`src/rtl/multdiv_seq_pkg.sv`:
```
// Shared constants and FSM state type for the iterative multiply/divide unit.
package multdiv_seq_pkg;

  localparam int unsigned MdWidth = 32;
  localparam int unsigned MdIter  = 32;

  typedef enum logic [1:0] {
    StIdle = 2'd0,
    StMult = 2'd1,
    StDiv  = 2'd2,
    StDone = 2'd3
  } md_state_e;

endpackage

```
`src/rtl/md_addsub.sv`:
```
// Shared adder/subtractor used by both Booth accumulation and division trial-subtract.
module md_addsub #(
  parameter int unsigned W = 33
) (
  input  logic [W-1:0] a,
  input  logic [W-1:0] b,
  input  logic         sub,
  output logic [W-1:0] sum
);

  assign sum = sub ? (a - b) : (a + b);

endmodule

```
`src/rtl/multdiv_seq.sv`:
```
// Iterative signed multiply (radix-2 Booth) / divide (restoring on magnitudes) unit.
// A start pulse in any state restarts; the result is registered on the final iteration.
module multdiv_seq
  import multdiv_seq_pkg::*;
#(
  parameter int unsigned WIDTH = MdWidth,
  localparam int unsigned CNT_W = $clog2(WIDTH)
) (
  input  logic             clock,
  input  logic             reset,
  input  logic [WIDTH-1:0] data_operandA,
  input  logic [WIDTH-1:0] data_operandB,
  input  logic             ctrl_MULT,
  input  logic             ctrl_DIV,
  output logic [WIDTH-1:0] data_result,
  output logic             data_exception,
  output logic             data_resultRDY,
  output logic             busy
);

  localparam logic [CNT_W-1:0] LastIter = CNT_W'(WIDTH - 1);
  localparam logic [WIDTH-1:0] MinNeg   = {1'b1, {(WIDTH - 1){1'b0}}};

  md_state_e state_q, state_d;
  logic [CNT_W-1:0] cnt_q, cnt_d;
  // acc holds the Booth high word or the division remainder; low holds multiplier or quotient.
  logic [WIDTH-1:0] acc_q, acc_d;
  logic [WIDTH-1:0] low_q, low_d;
  logic [WIDTH-1:0] opnd_q, opnd_d;
  logic [WIDTH-1:0] res_q, res_d;
  logic             qm1_q, qm1_d;
  logic             neg_q, neg_d;
  logic             dz_q, dz_d;
  logic             ovf_q, ovf_d;
  logic             exc_q, exc_d;

  logic [WIDTH:0]   add_a, add_b, add_sum;
  logic             add_sub;
  logic [WIDTH:0]   mul_top;
  logic [WIDTH-1:0] mag_a, mag_b;

  assign mag_a = data_operandA[WIDTH-1] ? (-data_operandA) : data_operandA;
  assign mag_b = data_operandB[WIDTH-1] ? (-data_operandB) : data_operandB;

  md_addsub #(
    .W (WIDTH + 1)
  ) u_addsub (
    .a   (add_a),
    .b   (add_b),
    .sub (add_sub),
    .sum (add_sum)
  );

  always_comb begin
    state_d = state_q;
    cnt_d   = cnt_q;
    acc_d   = acc_q;
    low_d   = low_q;
    opnd_d  = opnd_q;
    res_d   = res_q;
    qm1_d   = qm1_q;
    neg_d   = neg_q;
    dz_d    = dz_q;
    ovf_d   = ovf_q;
    exc_d   = exc_q;
    add_a   = '0;
    add_b   = '0;
    add_sub = 1'b0;
    mul_top = '0;

    unique case (state_q)
      StMult: begin
        add_a = {acc_q[WIDTH-1], acc_q};
        case ({low_q[0], qm1_q})
          2'b01:   add_b = {opnd_q[WIDTH-1], opnd_q};
          2'b10: begin
            add_b   = {opnd_q[WIDTH-1], opnd_q};
            add_sub = 1'b1;
          end
          default: add_b = '0;
        endcase
        // Arithmetic shift of {hi, lo, q-1} using the widened sum as the new sign.
        acc_d = add_sum[WIDTH:1];
        low_d = {add_sum[0], low_q[WIDTH-1:1]};
        qm1_d = low_q[0];
        cnt_d = cnt_q + 1'b1;
        if (cnt_q == LastIter) begin
          state_d = StDone;
          mul_top = {acc_d, low_d[WIDTH-1]};
          res_d   = low_d;
          exc_d   = !((&mul_top) || !(|mul_top));
        end
      end
      StDiv: begin
        add_a   = {acc_q, low_q[WIDTH-1]};
        add_b   = {1'b0, opnd_q};
        add_sub = 1'b1;
        if (!add_sum[WIDTH]) begin
          acc_d = add_sum[WIDTH-1:0];
          low_d = {low_q[WIDTH-2:0], 1'b1};
        end else begin
          acc_d = add_a[WIDTH-1:0];
          low_d = {low_q[WIDTH-2:0], 1'b0};
        end
        cnt_d = cnt_q + 1'b1;
        if (cnt_q == LastIter) begin
          state_d = StDone;
          res_d   = dz_q ? '0 : (neg_q ? (-low_d) : low_d);
          exc_d   = dz_q || ovf_q;
        end
      end
      StDone:  state_d = StIdle;
      default: state_d = StIdle;
    endcase

    // A start in any state aborts the current operation.
    if (ctrl_MULT || ctrl_DIV) begin
      cnt_d = '0;
      acc_d = '0;
      qm1_d = 1'b0;
      res_d = '0;
      exc_d = 1'b0;
      if (ctrl_MULT) begin
        state_d = StMult;
        low_d   = data_operandB;
        opnd_d  = data_operandA;
      end else begin
        state_d = StDiv;
        low_d   = mag_a;
        opnd_d  = mag_b;
        neg_d   = data_operandA[WIDTH-1] ^ data_operandB[WIDTH-1];
        dz_d    = (data_operandB == '0);
        ovf_d   = (data_operandA == MinNeg) && (data_operandB == '1);
      end
    end
  end

  always_ff @(posedge clock or posedge reset) begin
    if (reset) begin
      state_q <= StIdle;
      cnt_q   <= '0;
      acc_q   <= '0;
      low_q   <= '0;
      opnd_q  <= '0;
      res_q   <= '0;
      qm1_q   <= 1'b0;
      neg_q   <= 1'b0;
      dz_q    <= 1'b0;
      ovf_q   <= 1'b0;
      exc_q   <= 1'b0;
    end else begin
      state_q <= state_d;
      cnt_q   <= cnt_d;
      acc_q   <= acc_d;
      low_q   <= low_d;
      opnd_q  <= opnd_d;
      res_q   <= res_d;
      qm1_q   <= qm1_d;
      neg_q   <= neg_d;
      dz_q    <= dz_d;
      ovf_q   <= ovf_d;
      exc_q   <= exc_d;
    end
  end

  assign data_result    = res_q;
  assign data_exception = exc_q;
  assign data_resultRDY = (state_q == StDone);
  assign busy           = (state_q != StIdle);

endmodule
```
`config.mk`:
```
export PLATFORM = sky130hd
export DESIGN_NAME = multdiv_seq
export DESIGN_NICKNAME = d
export VERILOG_FILES = /design/src/rtl/multdiv_seq_pkg.sv /design/src/rtl/md_addsub.sv /design/src/rtl/multdiv_seq.sv
export SDC_FILE = /design/constraint.sdc
export NUM_CORES = 1
export LEC_CHECK = 0
export BUFFER_PORTS_ARGS = -buffer_cell sky130_fd_sc_hd__buf_2
export CAP_MARGIN = 15
export CORE_MARGIN = 4
export CORE_UTILIZATION = 47
export CTS_CLUSTER_SIZE = 24
export DETAILED_ROUTE_END_ITERATION = 8
export PLACE_DENSITY = 0.61
export SYNTH_ARGS = -nofsm -noshare
export SYNTH_HDL_FRONTEND = slang
export SYNTH_HIERARCHICAL = 1
export SYNTH_SLANG_ARGS = --single-unit
```
`constraint.sdc`:
```
create_clock -name clock -period 9.3 [get_ports clock]
set_clock_uncertainty 0.2 [all_clocks]
set_input_delay 0.93 -clock clock [delete_from_list [all_inputs] [get_ports clock]]
set_output_delay 0.93 -clock clock [all_outputs]
set_load 0.02 [all_outputs]
```
==> impl_metrics.py <==
metrics = {
    "placed_design": {
        "dp_hpwl_um": 30600,
        "gp_congestion": 0.940,
        "port-buffer-count": 102,
    },
    "power_and_ir_drop": {
        "combPwrFrac": 0.448,
        "peakVddDrop_mv": 0.129,
        "power.leakage_nw": 5.69,
        "power_mw": 2.63,
        "p_seq_frac": 0.285,
        "netSwitchingFraction": 0.431,
        "p_per_area_nw_per_um2": 187,
        "p_int_mw": 1.50,
        "clkPwrFrac": 0.267,
        "p_sw_mw": 1.13,
    },
    "setup_path": {
        "criticalPathCategory": "reg -> reg",
        "crit_start": "state_q[1]",
        "cp_max_fo": 37,
        "endpoint": "data_exception",
        "r2r_setup_slack_ns": 1.59,
        "crit_required_ns": 9.41,
        "start_kind": "flip-flop",
        "cp-end-kind": "flip-flop",
        "timing.rr.start": "state_q[1]",
        "r2r_end": "data_exception",
        "reg2reg_depth": 27,
        "arrival_ns": 7.83,
    },
    "grt": {
        "first_global_vias": 12023,
        "grt_util_all_layers": 0.277,
        "overflow": 0,
        "grt_pass1_wl_um": 68100,
        "antenna_found_initial": 2,
        "grt_max_degree": 78,
    },
    "logic_synthesis": {
        "synth_top_area_frac": 0.272,
        "synth.distinct_cells": 74,
        "ys_seq_area_frac": 0.272,
        "synth_nets": 1679,
        "synth_top_cell_by_area": "dfrtp_1",
        "synth_cells": 1566,
        "synth.cell_area_um2": 12900,
        "async_flop_share": 1.00,
        "syn_area_per_cell_um2": 8.23,
        "synth_edf_count": 0,
        "ys.flop_type": "dfrtp_1",
        "ys_top_cells_by_area": "dfrtp_1, xor2_1, a211oi_1",
        "synth_warnings": 6,
        "yosys_register_bits": 140,
    },
    "timing": {
        "min_period_over_period": 0.829,
        "worst_pin_slew_ns": 1.07,
        "finalHoldViolCount": 0,
        "setup_viol": 0,
        "rsz0062_at_grt": "false",
        "post-route-min-period_ns": 7.71,
        "relSlewSlack": 0.284,
        "fmax_ghz": 0.130,
        "tns_ns": 0,
        "drv_slew": 0,
    },
    "die": {
        "die_x_um": 174,
        "dieHeight_um": 174,
        "io_pins": 103,
        "core_area_um2": 27000,
        "start_util": 0.478,
        "row_count": 60,
        "die_area_um2": 30100,
    },
    "cells_and_area": {
        "syn2layout_area_growth_pct": 9.39,
        "multi_input_area_um2": 8810,
        "num-nets-final": 1688,
        "regArea_um2": 3500,
        "fillers": 2621,
        "drive_above_1_share": 0.130,
    },
    "routing": {
        "drt-vias-per-instance": 6.50,
        "drt_iter0_drc": 1158,
        "vias": 12547,
        "drc": 0,
        "avgRoutedWirePerCell_um": 22.2,
        "wl_um": 42900,
        "ant_nets": 0,
        "dr.pass1.iters": 7,
    },
    "clock_tree": {
        "clkTransAtPathRegs_ns": 0.07,
        "root_buffer": "clkbuf_16",
        "clock-sinks": 140,
        "h-tree-depth": 4,
        "cts-buffers-inserted": 17,
        "cts_setup_buffers": 0,
        "cts_buffer_depth": 2,
        "hold_buffers": 0,
        "cts_tree": "yes",
        "postCtsResizedCells": 0,
        "clock_latency_ns": 0.45,
    },
    "worst_hold_path": {
        "hold_class": "reg -> reg",
    },
    "job": {
        "maxCapViolCount": 0,
    },
    "outcome": {
        "status": "complete, no violations",
    },
}
[kinds of logic after synthesis]
family                   count (synthesis)  share of synthesized area
AND/OR/NAND/NOR                        507                      0.219
AO/OA/AOI/OAI                          500                      0.262
buffers and inverters                  161                     0.0476
flip-flops                             140                      0.272
XOR/XNOR                               133                     0.0909
multiplexers                            80                     0.0645
adder cells (fa/ha/maj)                 45                     0.0442
[per-layer routing]
metal / part of all wire / track usage / vias to the layer above
met2: 0.46 / 0.448 / 498
met4: 0.027 / 0.0884 / 2
met3: 0.069 / 0.0465 / 89
met5: 0.00030 / 0 / -
li1: - / - / 5896
met1: 0.44 / 0.379 / 6062
[synth_stat cells (6+ instances only)]
| library cell | n |
|---|---|
| inv_1 | 28 |
| o21a_1 | 6 |
| xnor2_1 | 61 |
| nor4_1 | 35 |
| or3_1 | 14 |
| mux2_2 | 25 |
| o21ai_1 | 8 |
| o31ai_1 | 25 |
| or4_1 | 22 |
| buf_1 | 13 |
| nor3_1 | 27 |
| or2_2 | 6 |
| nor2b_1 | 77 |
| o41ai_1 | 17 |
| nand4_1 | 28 |
| clkbuf_1 | 115 |
| ha_1 | 44 |
| o21ai_0 | 101 |
| xor2_1 | 71 |
| o22ai_1 | 12 |
| o211ai_1 | 6 |
| nand3_1 | 22 |
| nand2b_1 | 16 |
| dfrtp_1 | 140 |
| nand2_1 | 64 |
| a221oi_1 | 23 |
| and2_1 | 42 |
| and4_1 | 7 |
| a211oi_1 | 78 |
| a21oi_1 | 94 |
| and3_1 | 10 |
| nor2_1 | 98 |
| a31oi_1 | 10 |
| mux2i_1 | 55 |
| a22oi_1 | 62 |
| a21o_1 | 15 |
| nor3b_1 | 22 |
[area by class of cell]
class,instances,share of cell area
repair buffers,121,0.0470
diodes,1,0.000177
inverters,30,0.00834
multi-input cells,1265,0.625
well taps,341,0.0302
clock inverters,15,0.0110
clock buffers,17,0.0302
flip-flops and latches,140,0.248
[cells in the final DEF (no fill, tap or decap), types with 28 or more instances in the layout]
cell,count
dfrtp_1,140
o21ai_0,101
buf_2,101
nor2_1,95
a21oi_1,94
a211oi_1,78
nor2b_1,76
xor2_1,71
nand2_1,64
a22oi_1,62
xnor2_1,61
mux2i_1,55
and2_1,42
ha_1,42
nor4_1,35
nand4_1,28
[critical path, cell delays in order (launching register included)]
cell     delay [ns]
dfrtp_1        0.43
inv_1          0.11
ha_4           0.28
nor2b_1        0.19
o21a_1         0.41
and2_1         0.33
inv_1          0.07
ha_1           0.15
nor3b_1        0.57
nand3_1        0.25
nor2_1         0.24
a21oi_1        0.11
xnor2_1        0.13
ha_1           0.37
a21oi_1        0.18
nand2_1        0.08
a41o_1         0.24
a21oi_1        0.14
o21ai_1        0.12
a41o_1         0.33
or4_1          0.49
nand4_1        0.24
buf_4          0.57
nand4_1        0.25
nor4_1         0.42
nand4_1        0.17
nor4_1         0.37
o31ai_1        0.10
[registers in the layout, summed over array words and instances, names as in the netlist, 2 cells and up]
register,cells
opnd_q,32
data_result,32
low_q,32
state_q,2
acc_q,32
cnt_q,5
[metrics by stage]
step | std cells | setup WS, ns | hold WS (ns) | cell area (um2) | utilization
2_1_floorplan | 1566 | 2.44 | 0.250 | 12900 | -
3_3_place_gp | 1896 | 1.72 | 0.268 | 13500 | 0.501
3_5_place_dp | 1896 | 1.59 | 0.295 | 13500 | 0.501
4_1_cts | 1928 | 1.52 | 0.311 | 14100 | 0.523
5_1_grt | 1929 | 0.992 | 0.313 | 14100 | 0.523
6_report | 1930 | 1.59 | 0.305 | 14100 | 0.523
[power by group through the flow]
stage / clock, mW / combinational (mW) / sequential (mW)
2_1_floorplan: 0 / 0.914 / 0.701
5_1_grt: 0.734 / 1.29 / 0.758
3_3_place_gp: 0 / 1.15 / 0.760
6_report: 0.702 / 1.18 / 0.751
3_5_place_dp: 0 / 1.16 / 0.759
4_1_cts: 0.709 / 1.17 / 0.749
[how the worst min path moves through the flow]
stage / from / to / cells past startpoint
after floorplan: ovf_q / ovf_q / 2
after global placement: data_result[0] / data_result[0] / 2
after detailed placement: data_exception / data_exception / 2
after CTS: data_result[0] / data_result[0] / 2
after global routing: data_exception / data_exception / 2
final: data_result[0] / data_result[0] / 2
Power figures use the tool's default switching activity.
